===== src/rtl/bcd_field_timer_pkg.sv =====
// Shared constants, state encoding and 2-digit BCD helpers for the field timer.
package bcd_field_timer_pkg;

  localparam int unsigned BCD_BIT_WIDTH = 4;
  localparam logic [BCD_BIT_WIDTH-1:0] BCD_ZERO = 4'd0;
  localparam logic [BCD_BIT_WIDTH-1:0] BCD_FIVE = 4'd5;
  localparam logic [BCD_BIT_WIDTH-1:0] BCD_NINE = 4'd9;

  typedef enum logic [1:0] {
    ST_SET   = 2'b00,
    ST_RUN   = 2'b01,
    ST_PAUSE = 2'b10,
    ST_DONE  = 2'b11
  } state_t;

  // One base-60 field: [7:4] tens, [3:0] ones.
  typedef logic [2*BCD_BIT_WIDTH-1:0] bcd2_t;

  // 00..59 increment, wrapping 59 -> 00.
  function automatic bcd2_t bcd2_inc(input bcd2_t v);
    if (v[3:0] == BCD_NINE) begin
      if (v[7:4] == BCD_FIVE) return '0;
      return {v[7:4] + 4'd1, BCD_ZERO};
    end
    return {v[7:4], v[3:0] + 4'd1};
  endfunction

  // 00..59 decrement, wrapping 00 -> 59.
  function automatic bcd2_t bcd2_dec(input bcd2_t v);
    if (v[3:0] == BCD_ZERO) begin
      if (v[7:4] == BCD_ZERO) return {BCD_FIVE, BCD_NINE};
      return {v[7:4] - 4'd1, BCD_NINE};
    end
    return {v[7:4], v[3:0] - 4'd1};
  endfunction

endpackage


===== src/rtl/bcd_field_timer_if.sv =====
// Pushbutton inputs and display/status outputs of the field timer.
interface bcd_field_timer_if #(
  parameter int unsigned FIELDS = 2
) ();
  logic                  pb_start;
  logic                  pb_clear;
  logic [FIELDS-1:0]     pb_set;
  logic                  mode;
  logic [8*FIELDS-1:0]   digits;
  logic [1:0]            state;
  logic                  running;
  logic                  done;

  modport master (
    output pb_start, pb_clear, pb_set, mode,
    input  digits, state, running, done
  );

  modport slave (
    input  pb_start, pb_clear, pb_set, mode,
    output digits, state, running, done
  );
endinterface


===== src/rtl/bcd_field_timer_field.sv =====
// One base-60 BCD field (00..59) with chained carry/borrow.
module bcd_mod60_field
  import bcd_field_timer_pkg::*;
(
  input  logic  clk,
  input  logic  rst_n,
  input  logic  inc,       // count tick / carry in
  input  logic  dec,       // count tick / borrow in
  input  logic  set_inc,   // manual increment, never carries
  input  logic  clr,
  input  logic  load,
  input  bcd2_t load_val,
  output bcd2_t q,
  output logic  carry,
  output logic  borrow,
  output logic  is_zero,
  output logic  is_max
);

  bcd2_t value_q, value_d;

  assign q       = value_q;
  assign is_zero = (value_q == '0);
  assign is_max  = (value_q == {BCD_FIVE, BCD_NINE});
  assign carry   = inc && is_max;
  assign borrow  = dec && is_zero;

  // Next field value: clear > load > increment > decrement.
  always_comb begin
    value_d = value_q;
    if (clr)                value_d = '0;
    else if (load)          value_d = load_val;
    else if (inc || set_inc) value_d = bcd2_inc(value_q);
    else if (dec)           value_d = bcd2_dec(value_q);
  end

  // Field register.
  always_ff @(posedge clk) begin
    if (!rst_n) value_q <= '0;
    else        value_q <= value_d;
  end

endmodule


===== src/rtl/bcd_field_timer.sv =====
// Settable up/down BCD timer over FIELDS base-60 fields with prescaler,
// pause/resume, terminal detection and preset reload.
module bcd_field_timer
  import bcd_field_timer_pkg::*;
#(
  parameter int unsigned FIELDS   = 2,
  parameter int unsigned TICK_DIV = 4
) (
  input  logic clk,
  input  logic rst_n,
  bcd_field_timer_if.slave bus
);

  localparam int unsigned PW = (TICK_DIV > 1) ? $clog2(TICK_DIV) : 1;

  state_t              state_q, state_d;
  logic [PW-1:0]       pre_q, pre_d;
  logic [8*FIELDS-1:0] preset_q, preset_d;
  logic                mode_q, mode_d;
  logic                done_q, done_d;

  logic [8*FIELDS-1:0] digits;
  logic [FIELDS-1:0]   inc_v, dec_v, carry_v, borrow_v, zero_v, max_v;
  logic [FIELDS-1:0]   set_inc_v;
  logic                inc0, dec0, clr_all, load_all;
  logic                tick, all_zero, all_max, upper_zero, upper_max;
  logic                cur_term, next_term;

  assign inc_v[0] = inc0;
  assign dec_v[0] = dec0;

  for (genvar g = 0; g < FIELDS; g++) begin : g_field
    if (g > 0) begin : g_chain
      assign inc_v[g] = carry_v[g-1];
      assign dec_v[g] = borrow_v[g-1];
    end
    bcd_mod60_field u_field (
      .clk      (clk),
      .rst_n    (rst_n),
      .inc      (inc_v[g]),
      .dec      (dec_v[g]),
      .set_inc  (set_inc_v[g]),
      .clr      (clr_all),
      .load     (load_all),
      .load_val (preset_q[8*g +: 8]),
      .q        (digits[8*g +: 8]),
      .carry    (carry_v[g]),
      .borrow   (borrow_v[g]),
      .is_zero  (zero_v[g]),
      .is_max   (max_v[g])
    );
  end

  assign tick     = (pre_q == PW'(TICK_DIV - 1));
  assign all_zero = &zero_v;
  assign all_max  = &max_v;

  // Terminal detection. next_term looks one step ahead so DONE is entered on
  // the same edge the terminal value is loaded; cur_term stops a run that
  // starts already at 59..59 from wrapping.
  always_comb begin
    upper_zero = 1'b1;
    upper_max  = 1'b1;
    for (int unsigned i = 1; i < FIELDS; i++) begin
      upper_zero = upper_zero & zero_v[i];
      upper_max  = upper_max  & max_v[i];
    end
    cur_term  = mode_q ? all_zero : all_max;
    next_term = mode_q ? (upper_zero && digits[7:0] == 8'h01)
                       : (upper_max  && digits[7:0] == 8'h58);
  end

  // FSM next state, prescaler, preset and field controls.
  always_comb begin
    state_d   = state_q;
    pre_d     = pre_q;
    preset_d  = preset_q;
    mode_d    = mode_q;
    inc0      = 1'b0;
    dec0      = 1'b0;
    set_inc_v = '0;
    clr_all   = 1'b0;
    load_all  = 1'b0;
    if (bus.pb_clear) begin
      clr_all  = 1'b1;
      preset_d = '0;
      pre_d    = '0;
      state_d  = ST_SET;
    end else begin
      unique case (state_q)
        ST_SET: begin
          if (bus.pb_start) begin
            if (!(bus.mode && all_zero)) begin
              preset_d = digits;
              mode_d   = bus.mode;
              pre_d    = '0;
              state_d  = ST_RUN;
            end
          end else begin
            set_inc_v = bus.pb_set;
          end
        end
        ST_RUN: begin
          if (bus.pb_start) begin
            state_d = ST_PAUSE;
          end else if (tick) begin
            pre_d = '0;
            if (cur_term) begin
              state_d = ST_DONE;
            end else begin
              inc0 = !mode_q;
              dec0 = mode_q;
              if (next_term) state_d = ST_DONE;
            end
          end else begin
            pre_d = pre_q + 1'b1;
          end
        end
        ST_PAUSE: begin
          if (bus.pb_start) state_d = ST_RUN;
        end
        ST_DONE: begin
          if (bus.pb_start) begin
            load_all = 1'b1;
            state_d  = ST_SET;
          end
        end
        default: state_d = ST_SET;
      endcase
    end
    done_d = (state_d == ST_DONE) && (state_q != ST_DONE);
  end

  // Control registers.
  always_ff @(posedge clk) begin
    if (!rst_n) begin
      state_q  <= ST_SET;
      pre_q    <= '0;
      preset_q <= '0;
      mode_q   <= 1'b0;
      done_q   <= 1'b0;
    end else begin
      state_q  <= state_d;
      pre_q    <= pre_d;
      preset_q <= preset_d;
      mode_q   <= mode_d;
      done_q   <= done_d;
    end
  end

  assign bus.digits  = digits;
  assign bus.state   = state_q;
  assign bus.running = (state_q == ST_RUN);
  assign bus.done    = done_q;

endmodule


===== src/flat_wrapper.sv =====
// flat-port wrapper written by rule: the top's interface ports become plain ports
module bcd_field_timer_flat import bcd_field_timer_pkg::*;
#(
  parameter int unsigned FIELDS   = 2,
  parameter int unsigned TICK_DIV = 4
)
  (clk, rst_n, bus_pb_start, bus_pb_clear, bus_pb_set, bus_mode, bus_digits, bus_state, bus_running, bus_done);
  bcd_field_timer_if #(.FIELDS(FIELDS)) bus_i ();
  input  logic clk;
  input  logic rst_n;
  input wire logic [$bits(bus_i.pb_start)-1:0] bus_pb_start;
  input wire logic [$bits(bus_i.pb_clear)-1:0] bus_pb_clear;
  input wire logic [$bits(bus_i.pb_set)-1:0] bus_pb_set;
  input wire logic [$bits(bus_i.mode)-1:0] bus_mode;
  output wire logic [$bits(bus_i.digits)-1:0] bus_digits;
  output wire logic [$bits(bus_i.state)-1:0] bus_state;
  output wire logic [$bits(bus_i.running)-1:0] bus_running;
  output wire logic [$bits(bus_i.done)-1:0] bus_done;
  assign bus_i.pb_start = bus_pb_start;
  assign bus_i.pb_clear = bus_pb_clear;
  assign bus_i.pb_set = bus_pb_set;
  assign bus_i.mode = bus_mode;
  assign bus_digits = bus_i.digits;
  assign bus_state = bus_i.state;
  assign bus_running = bus_i.running;
  assign bus_done = bus_i.done;
  bcd_field_timer #(.FIELDS(FIELDS), .TICK_DIV(TICK_DIV)) u_core (.clk(clk), .rst_n(rst_n), .bus(bus_i));
endmodule

===== config.mk =====
export PLATFORM = sky130hd
export DESIGN_NAME = bcd_field_timer_flat
export DESIGN_NICKNAME = d
export VERILOG_FILES = /design/src/rtl/bcd_field_timer_pkg.sv /design/src/rtl/bcd_field_timer_if.sv /design/src/rtl/bcd_field_timer_field.sv /design/src/rtl/bcd_field_timer.sv /design/src/flat_wrapper.sv
export SDC_FILE = /design/constraint.sdc
export NUM_CORES = 1
export LEC_CHECK = 0
export BUFFER_PORTS_ARGS = -buffer_cell sky130_fd_sc_hd__buf_4
export CAP_MARGIN = 20
export CORE_UTILIZATION = 40
export CTS_CLUSTER_DIAMETER = 100
export DETAILED_ROUTE_END_ITERATION = 8
export GPL_ROUTABILITY_DRIVEN = 0
export GPL_TIMING_DRIVEN = 0
export PLACE_DENSITY = 0.65
export SKIP_CTS_REPAIR_TIMING = 1
export SLEW_MARGIN = 5
export SYNTH_ARGS = -nofsm -noshare
export SYNTH_HDL_FRONTEND = slang
export SYNTH_SLANG_ARGS = --single-unit

===== constraint.sdc =====
create_clock -name clk -period 3.8 [get_ports clk]
set_input_delay 0.76 -clock clk [delete_from_list [all_inputs] [get_ports clk]]
set_output_delay 0.76 -clock clk [all_outputs]
set_load 0.02 [all_outputs]

==> key figures, run 1 <==
Drt
  • Residual DRC: 4
  • TritonRoute pass-1 iters: 7
  • Vias: 2,544
  • Antenna Nets Post-Route: 0
  • DR iter-0 viols: 252
  • WL per Instance: 16.52 um
  • Vias/cell: 5.875
  • WL final: 7155 um

Layout
  • FILL cells: 669
  • Most frequent cells in the layout: nor2_1 (46), dfxtp_1 (38), buf_4 (30)
  • Commonest non-fill, non-tap cell in the layout: nor2_1
  • Ant diodes: 0
  • Area delta synth->final: 14.28%
  • Layout cells sized above 1: 20.79%
  • Design area: 3094 um^2
  • Nets: 369

Critical path
  • Worst setup path startpoint: u_core.g_field[0].u_field.q[4]
  • Critical Path AT: 2840 ps
  • WP data required: 3960 ps
  • Critical path class: reg2reg
  • Crit Path Max Fanout: 10
  • Reg2reg setup slack: 1130 ps
  • Critical R2R Capture: u_core.preset_q[7]
  • Critical path startpoint category: flip-flop
  • FF-to-FF path depth: 8
  • Worst setup endpoint: u_core.preset_q[7]
  • RR Startpoint: u_core.g_field[0].u_field.q[4]
  • Critical Path End Type: flip-flop

Synth
  • Synth warnings: 0
  • Register area share after synthesis: 28.10%
  • Cell taking the most area after synthesis: dfxtp_1
  • Syn Nets: 336
  • Syn_area_per_cell: 8.409 um^2
  • Post-synth top flop: dfxtp_1
  • Top cells by area, synth: dfxtp_1 (28%), nor2_1 (6.4%), mux2i_1 (4.4%)
  • Synthesized instance count: 322
  • Yosys top cell area share: 28.10%
  • EDFF count, synth: 0
  • #FFs+latches synth: 38
  • Mapped Area: 2708 um^2
  • Cell variety after synth: 72
  • FFs w/ async S/R, synth: 0%

Timing
  • Final setup viols: 0
  • Max Clock Freq: 373.9 MHz
  • RSZ-0062 raised after global routing: false
  • Period utilization: 70.38%
  • Rel. slew slack: 53.19%
  • Worst clock skew: 4.844 ps
  • Final Hold Fails: 0
  • TNS Setup: 0 ps
  • Max Slew Vio Count: 0
  • Tightest Pin Transition: 696.9 ps
  • Post-route minimum period: 2674 ps

Clocking
  • Clock Sink Count: 38
  • Num CTS Buffers: 5
  • H-tree depth: 2
  • CTS max path bufs: 2
  • Clock Pin Slew Worst Setup and Hold Paths: 80 ps
  • CTS tree: built
  • Worst skew pair latency: 290 ps
  • Clock root buffer: clkbuf_8

Die
  • Row cnt: 29
  • I/O pins: 27
  • Die ar.: 7102 um^2
  • Core area: 6459 um^2
  • Die H: 84.28 um
  • Initial Util: 41.92%
  • Die W: 84.28 um

Flow run
  • Max-Cap Viols: 0

Place
  • Area after DPL: 2999 um^2
  • Buffers on Ports: 26
  • Post-DP HPWL: 5092 um

Pwr
  • P_leak: 1.248 nW
  • VDD IR max: 0.1977 mV
  • Power Dens Cells: 271.8 nW/um^2

Worst hold path
  • Hold depth: 2
  • HP Class: reg2reg

Global route
  • GRT Max-Usage Layer: met2
  • Initial antenna violation count: 0
  • Met1 track demand over resource: 26.74%
  • Largest net degree at the start of global routing: 13
  • Total track usage: 20.69%
  • Global-route wire length before repair: 11,620 um
  • GR Layer Usage met2: 33.61%
  • Vias in the first global route: 2,320
  • Total grt overflow: 0
  • Met3 Resource Use GR: 4.916%

Run status
  • Failing checks: design-rule violations
  • Outcome: finished, violations left
[cells in the mapped netlist (5+ instances only)]
cell type / number
ha_1: 7
o21ai_0: 15
nor2_1: 46
xnor2_1: 5
o211ai_1: 5
dfxtp_1: 38
a21oi_1: 21
nor2b_1: 5
nor3_1: 8
clkbuf_1: 6
o31ai_1: 7
nand2_1: 20
mux2i_1: 12
inv_1: 7
nand3_1: 12
buf_2: 5
[state kept, by name (all words and copies together) (netlist names)]
signal                    count
u_core.bus.done               1
u_core.pre_q                  2
u_core.preset_q              16
u_core.bus.state              2
u_core.g_field.u_field.q     16
u_core.mode_q                 1
[power by group]
part / internal [mW] / switching (mW)
combinational: 0.0520 / 0.0836
clock: 0.146 / 0.153
sequential: 0.402 / 0.00390
[worst min-delay path by stage]
stage	start	endpoint
floorplan	u_core.preset_q[9]	u_core.g_field[1].u_field.q[1]
global placement	u_core.preset_q[13]	u_core.preset_q[13]
detailed placement	u_core.preset_q[13]	u_core.preset_q[13]
CTS	u_core.preset_q[8]	u_core.g_field[1].u_field.q[0]
global route	u_core.preset_q[8]	u_core.g_field[1].u_field.q[0]
finish	u_core.preset_q[8]	u_core.g_field[1].u_field.q[0]
[per-stage QoR]
step	util (%)	setup slack, ps	total power [mW]	cells	hold WS [ps]
final	47.91	1126	0.8410	433	479.9
after CTS	47.91	1144	0.8503	433	489.5
after floorplan	-	1465	0.5093	322	441.1
after global placement	46.44	1082	0.5468	425	465.1
after detailed placement	46.44	1077	0.5485	425	471.5
after global routing	47.91	827.9	0.8794	433	517.8
[layer usage]
metal | share of wire (%) | vias to the layer above
li1 | - | 1248
met1 | 45 | 1183
met2 | 46 | 95
met3 | 7.2 | 18
met4 | 2.0 | 0
met5 | 0 | -
[logic make-up (layout without fill, tap and decap cells)]
kind of cell             after synthesis  after routing  synth area share, %
AND/OR/NAND/NOR                      135            135                29.02
AO/OA/AOI/OAI                         90             90                24.45
flip-flops                            38             38                28.10
buffers and inverters                 32             66                8.087
multiplexers                          13             13                4.852
adder cells (fa/ha/maj)                7              7                3.235
XOR/XNOR                               7              7                2.264
[critical path, cell delays in order (launching register included)]
cell,delay (ps)
dfxtp_1,380
inv_1,140
ha_1,260
nor3b_2,420
nand3_1,340
o211ai_2,420
buf_4,310
mux2i_1,220
nor2_1,50
[layout make-up]
class | count | area [um^2] | area share (%)
Timing Repair Buffer | 26 | 195.2 | 6.308
Multi-Input combinational cell | 252 | 1728 | 55.84
Sequential cell | 38 | 760.7 | 24.59
Buffer | 25 | 192.7 | 6.227
Tap cell | 77 | 96.34 | 3.114
Inverter | 7 | 26.28 | 0.8492
Clock buffer | 6 | 82.58 | 2.669
Clock inverter | 2 | 12.51 | 0.4044
(Power assumes the default switching activity.)
==> inputs of run 2 (changes only) <==
--- a/config.mk
+++ b/config.mk
@@ -5,6 +5,7 @@
 export SDC_FILE = /design/constraint.sdc
 export NUM_CORES = 1
 export LEC_CHECK = 0
+export ABC_AREA = 1
 export BUFFER_PORTS_ARGS = -buffer_cell sky130_fd_sc_hd__buf_4
 export CAP_MARGIN = 20
 export CORE_UTILIZATION = 40
@@ -12,7 +13,7 @@
 export DETAILED_ROUTE_END_ITERATION = 8
 export GPL_ROUTABILITY_DRIVEN = 0
 export GPL_TIMING_DRIVEN = 0
-export PLACE_DENSITY = 0.65
+export PLACE_DENSITY = 0.67
 export SKIP_CTS_REPAIR_TIMING = 1
 export SLEW_MARGIN = 5
 export SYNTH_ARGS = -nofsm -noshare
==> constraint.sdc (replaced) <==
create_clock -name clk -period 2.1 [get_ports clk]
set_input_delay 0.42 -clock clk [delete_from_list [all_inputs] [get_ports clk]]
set_output_delay 0.42 -clock clk [all_outputs]
set_load 0.02 [all_outputs]
==> run 2 against run 1 <==
Against the previous run:
- the run now ends clean
- wire length fell by 4.8%
- sequential share of layout area rose by 0.31 points
- via count rose by 4.7%
- die area fell by 1.8%
- non-clock buffer count fell by 14
- sequential cell count did not move
- register-to-register slack got worse by 950 ps
- global-route usage fell by 0.60 points
- clock skew rose by 0.55 ps
- area after synthesis fell by 1.8%
- critical endpoint is now u_core.g_field[1].u_field.q[4]
- largest cell class unchanged
- largest power group unchanged
==> key figures, run 2 <==
Die
  • Initial Util: 41.63% (-0.29 points)
  • Die H: 83.53 um (-0.88%)
  • Core area: 6386 um^2 (-1.1%)
  • I/O pins: 27 (unchanged)
  • Die ar.: 6977 um^2 (-1.8%)
  • Die W: 83.53 um (-0.88%)
  • Row cnt: 29 (unchanged)

Layout
  • Design area: 3065 um^2 (-0.93%)
  • Layout Cells excl Fill: 502 (+16%)
  • Commonest non-fill, non-tap cell in the layout: nand2_1
  • Layout cells sized above 1: 23.29% (+2.5 points)
  • Nets: 438 (+19%)
  • Ant diodes: 0 (unchanged)
  • Final Core Density: 48.00% (+0.094 points)
  • Most frequent cells in the layout: nand2_1 (82), nor2_1 (51), dfxtp_1 (36)
  • Area delta synth->final: 15.29%

Drt
  • DR iter-0 viols: 118 (-53%)
  • TritonRoute pass-1 iters: 4 (-3)
  • WL final: 6815 um (-4.8%)
  • Vias/cell: 5.305 (-9.7%)
  • WL per Instance: 13.58 um (-18%)
  • Residual DRC: 0 (-4)
  • Vias: 2,663 (+4.7%)
  • Antenna Nets Post-Route: 0 (unchanged)

Timing
  • Worst Slack Setup Final: 176.4 ps (-949.2 ps)
  • Worst clock skew: 5.396 ps (+0.5525 ps)
  • Tightest Pin Transition: 514.2 ps (-182.7 ps)
  • Max Slew Vio Count: 0 (unchanged)
  • Rel. slew slack: 65.72% (+13 points)
  • TNS Setup: 0 ps (unchanged)
  • Period utilization: 91.60% (+21 points)
  • RSZ-0062 raised after global routing: false
  • Final setup viols: 0 (unchanged)
  • Post-route minimum period: 1924 ps (-750.8 ps)
  • Max Clock Freq: 519.8 MHz (+39%)
  • Final Hold Fails: 0 (unchanged)

Synth
  • Cell taking the most area after synthesis: dfxtp_1
  • Mapped Area: 2659 um^2 (-1.8%)
  • Syn_area_per_cell: 6.800 um^2 (-19%)
  • Post-synth top flop: dfxtp_1
  • Syn Nets: 405 (+21%)
  • FFs w/ async S/R, synth: 0% (unchanged)
  • Synthesized instance count: 391 (+21%)
  • Synth top cells by count: nand2_1 (82), nor2_1 (52), dfxtp_1 (38)
  • EDFF count, synth: 0 (unchanged)
  • Synth Area in Adders: 3.294% (+0.059 points)
  • Synth warnings: 0 (unchanged)
  • Yosys top cell area share: 28.61% (+0.52 points)
  • Mux cell area share after synthesis: 0% (-4.9 points)
  • Simple-gate share of the synthesized area: 42.49% (+13 points)
  • Top cells by area, synth: dfxtp_1 (29%), nand2_1 (12%), nor2_1 (7.3%)
  • Post-synthesis compound-gate area fraction: 14.87% (-9.6 points)
  • Count leader, synth: nand2_1
  • Cell variety after synth: 35 (-51%)
  • #FFs+latches synth: 38 (unchanged)
  • Post-Synth XOR/XNOR Area: 2.635% (+0.37 points)
  • Register area share after synthesis: 28.61% (+0.52 points)
  • Largest family of logic cells by synthesized area: simple AND/OR/NAND/NOR gates

Global route
  • Total grt overflow: 0 (unchanged)
  • Total track usage: 20.09% (-0.60 points)
  • Largest net degree at the start of global routing: 12 (-1)
  • GRT Max-Usage Layer: met2
  • Global-route wire length before repair: 11,390 um (-2.0%)
  • Met3 Resource Use GR: 3.066% (-1.9 points)
  • Initial antenna violation count: 0 (unchanged)
  • GR Layer Usage met2: 33.53% (-0.075 points)
  • Vias in the first global route: 2,362 (+1.8%)
  • Met1 track demand over resource: 27.38% (+0.64 points)

Clocking
  • Num CTS Buffers: 5 (unchanged)
  • Clock Sink Count: 38 (unchanged)
  • Worst skew pair latency: 290 ps (about the same)
  • CTS tree: built
  • Clock Pin Slew Worst Setup and Hold Paths: 80 ps (about the same)
  • CTS max path bufs: 2 (unchanged)
  • Clock root buffer: clkbuf_8
  • H-tree depth: 2 (unchanged)

Place
  • Buffers on Ports: 26 (unchanged)
  • Placed Instances: 494 (+16%)
  • Post-DP HPWL: 4982 um (-2.2%)
  • Area after DPL: 2950 um^2 (-1.6%)
  • Dpl ws: 88.28 ps (-989.0 ps)

Pwr
  • VDD IR max: 0.3024 mV (+53%)
  • P_leak: 1.419 nW (+14%)
  • Power Dens Cells: 524.8 nW/um^2 (+93%)

Critical path
  • Critical Path AT: 2110 ps (-730 ps)
  • Reg2reg setup slack: 180 ps (-950 ps)
  • WP data required: 2290 ps (-1670 ps)
  • Critical Path End Type: flip-flop
  • Crit Path Max Fanout: 9 (-1)
  • Critical path startpoint category: flip-flop
  • Critical path class: reg2reg

Flow run
  • Max-Cap Viols: 0 (unchanged)

Run status
  • Outcome: finished, final reports clean

Worst hold path
  • HP Class: in2reg
==> run 2: changes by cell type after synthesis, moves of 12 or more <==
| cell | before | now |
|---|---|---|
| o21ai_0 | 15 | 31 |
| mux2i_1 | 12 | 0 |
| nand3_1 | 12 | 31 |
| inv_1 | 7 | 27 |
| nand2_1 | 20 | 82 |
==> run 2: final cells by class <==
class                           instances  area, um^2
Multi-Input combinational cell        303        1704
Clock buffer                            7       86.33
Fill cell                             666        3321
Sequential cell                        38       763.2
Timing Repair Buffer                   26       195.2
Tap cell                               77       96.34
Clock inverter                          1       5.005
Buffer                                 11       66.31
Inverter                               39       148.9
==> run 2: worst max-delay path, cell delays in order (launching register included) <==
cell	delay, ps
dfxtp_2	370
inv_1	150
ha_1	280
nand3_2	150
nor2_4	160
nand4_1	190
nand4_4	190
nand3_4	130
nor2_1	140
nor2_1	60
==> run 2: logic make-up after synthesis <==
group | count (synthesis)
buf+inv | 50
compound gates | 76
xor+xnor | 8
simple gates | 212
fa+ha+maj | 7
flops | 38
==> run 2: worst paths after layout <==
kind	depth (start not counted)	end	start
min	3	u_core.mode_q	rst_n
max	9	u_core.g_field[1].u_field.q[4]	u_core.g_field[0].u_field.q[4]
max reg2reg	9	u_core.g_field[1].u_field.q[4]	u_core.g_field[0].u_field.q[4]
min reg2reg	2	u_core.preset_q[10]	u_core.preset_q[10]
==> run 2: routing by layer <==
layer / wire length [um] / part of all wire, % / vias to the layer above
met5: 0 / 0 / -
met4: 68 / 1.0 / 0
met3: 313 / 4.6 / 6
met2: 3187 / 47 / 71
met1: 3245 / 48 / 1238
li1: - / - / 1348
==> run 2: through the flow <==
stage	power, mW	hold WS, ps
4_1_cts	1.621	385.3
5_1_grt	1.694	397.2
2_1_floorplan	1.004	424.6
6_report	1.609	386.3
3_3_place_gp	1.085	440.7
3_5_place_dp	1.090	442.7
==> run 2: power breakdown <==
| part | total (mW) | internal (mW) | switching, mW |
|---|---|---|---|
| logic | 0.313 | 0.110 | 0.203 |
| clock network | 0.528 | 0.265 | 0.263 |
| registers | 0.768 | 0.746 | 0.0216 |
==> inputs of run 3 (changes only) <==
--- a/config.mk
+++ b/config.mk
@@ -8,6 +8,7 @@
 export ABC_AREA = 1
 export BUFFER_PORTS_ARGS = -buffer_cell sky130_fd_sc_hd__buf_4
 export CAP_MARGIN = 20
+export CORE_ASPECT_RATIO = 0.7
 export CORE_UTILIZATION = 40
 export CTS_CLUSTER_DIAMETER = 100
 export DETAILED_ROUTE_END_ITERATION = 8
==> run 3 against run 2 <==
Against the previous run:
- setup slack got worse by 12 ps
- critical endpoint is now u_core.g_field[0].u_field.q[4]
- total power shrank 3.2%
- sequential share of layout area increased by 0.082 points
- fmax shrank 0.63%
- critical path depth increased by 2
- critical path type unchanged
- first-iteration DRC count is 2.5% higher
- global-route usage increased by 0.51 points
- via count shrank 1.5%
- largest cell class unchanged
==> key figures, run 3 (synthesized netlist as in run 2, its figures left out) <==
Critical path
  • Critical path class: reg2reg
  • Crit path cell chain: inv_1 -> ha_1 -> nand3_1 -> nor2_4 -> nand2_2 -> nand2_4 -> nand2_4 -> nand2_4 -> nand3_4 -> nor2_1 -> nor2_1
  • Crit Path Max Fanout: 8 (-1)
  • Buf+Inv Stages, Crit Path: 1 (unchanged)
  • Slowest library cell on the worst path: dfxtp_1
  • WP data required: 2290 ps (about the same)
  • Critical Path End Type: flip-flop
  • Top delay family on crit path: simple AND/OR/NAND/NOR gates
  • Most frequent CP cell: nand2_4
  • Critical Path AT: 2120 ps (about the same)
  • Critical path startpoint category: flip-flop
  • Max incr delay on CP: 360 ps (about the same)

Die
  • Die ar.: 6982 um^2 (about the same)
  • Core area: 6336 um^2 (-0.78%)
  • Die W: 99.45 um (+19%)
  • Die H: 70.21 um (-16%)
  • Initial Util: 41.96% (+0.33 points)
  • Row cnt: 24 (-17%)
  • I/O pins: 27 (unchanged)

Pwr
  • Power Dens Cells: 510.7 nW/um^2 (-2.7%)
  • P_leak: 1.406 nW (-0.92%)
  • VDD IR max: 0.2773 mV (-8.3%)

Timing
  • TNS Setup: 0 ps (unchanged)
  • RSZ-0062 raised after global routing: false
  • Max Clock Freq: 516.6 MHz (-0.63%)
  • Final Hold Fails: 0 (unchanged)
  • Period utilization: 92.18% (+0.58 points)
  • Tightest Pin Transition: 485.1 ps (-29.10 ps)
  • Rel. slew slack: 67.66% (+1.9 points)
  • Post-route minimum period: 1936 ps (+12.14 ps)
  • Final setup viols: 0 (unchanged)
  • Worst clock skew: 8.297 ps (+2.901 ps)
  • Max Slew Vio Count: 0 (unchanged)

Drt
  • Vias: 2,623 (-1.5%)
  • TritonRoute pass-1 iters: 4 (unchanged)
  • DR iter-0 viols: 121 (+2.5%)
  • Residual DRC: 0 (unchanged)
  • WL final: 6800 um (-0.22%)
  • Vias/cell: 5.093 (-4.0%)
  • WL per Instance: 13.20 um (-2.7%)
  • Antenna Nets Post-Route: 0 (unchanged)

Global route
  • Total grt overflow: 0 (unchanged)
  • Vias in the first global route: 2,303 (-2.5%)
  • Largest net degree at the start of global routing: 11 (-1)
  • Initial antenna violation count: 0 (unchanged)
  • Total track usage: 20.61% (+0.51 points)
  • Global-route wire length before repair: 11,340 um (-0.43%)

Layout
  • Most frequent cells in the layout: nand2_1 (82), nor2_1 (50), dfxtp_1 (37)
  • Layout cells sized above 1: 22.41% (-0.89 points)
  • Area delta synth->final: 14.73%
  • Ant diodes: 0 (unchanged)
  • Nets: 438 (unchanged)
  • Layout Cells excl Fill: 515 (+2.6%)
  • Commonest non-fill, non-tap cell in the layout: nand2_1

Place
  • Buffers on Ports: 26 (unchanged)
  • Post-DP HPWL: 5184 um (+4.1%)
  • Placed Instances: 508 (+2.8%)

Clocking
  • H-tree depth: 2 (unchanged)
  • Num CTS Buffers: 5 (unchanged)
  • Clock Sink Count: 38 (unchanged)
  • CTS tree: built
  • Worst skew pair latency: 290 ps (about the same)
  • Clock Pin Slew Worst Setup and Hold Paths: 70 ps (about the same)
  • CTS max path bufs: 2 (unchanged)
  • Clock root buffer: clkbuf_8

Flow run
  • Max-Cap Viols: 0 (unchanged)

Worst hold path
  • HP Class: in2reg

Run status
  • Outcome: finished, final reports clean
==> run 3: routing by layer <==
metal	routed length, um	GRT usage [%]
met5	0	0
met4	51	4.902
met3	370	3.904
met2	2738	29.55
met1	3639	31.35
==> run 3: layout make-up <==
cell class              instances  area, um^2
clock buffers                   7       76.32
well taps                      91       113.9
multi-input cells             303        1688
inverters                      39       148.9
plain buffers                  11       66.31
flip-flops and latches         38       762.0
repair buffers                 26       195.2
fillers                       662        3286
==> run 3: stage by stage <==
stage          power [mW]  worst slack [ps]  cell area, um^2  utilization (%)  hold WS [ps]
2_1_floorplan       1.004             321.7             2659                -         424.6
3_3_place_gp        1.084             83.20             2968            46.84         436.3
3_5_place_dp        1.090             31.47             2968            46.84         442.8
4_1_cts             1.569             3.770             3044            48.05         391.5
5_1_grt             1.650             6.404             3050            48.14         412.8
6_report            1.558             164.2             3050            48.14         394.4
==> run 3: final timing paths <==
kind,slack (ps),end,start,cells after the start
min reg2reg,450,u_core.preset_q[9],u_core.preset_q[9],2
max,160,u_core.g_field[0].u_field.q[4],u_core.g_field[0].u_field.q[5],11
max reg2reg,160,u_core.g_field[0].u_field.q[4],u_core.g_field[0].u_field.q[5],11
min,390,u_core.mode_q,rst_n,3
==> run 3: tightest hold or removal path, delay by kind of cell <==
kind / cells / cell delay (ps)
compound gates: 1 / 100
buf+inv: 2 / 130
==> run 3: power by group <==
part	switching [mW]	internal [mW]	total (mW)
clock network	0.252	0.229	0.481
registers	0.0218	0.746	0.768
logic	0.200	0.109	0.309
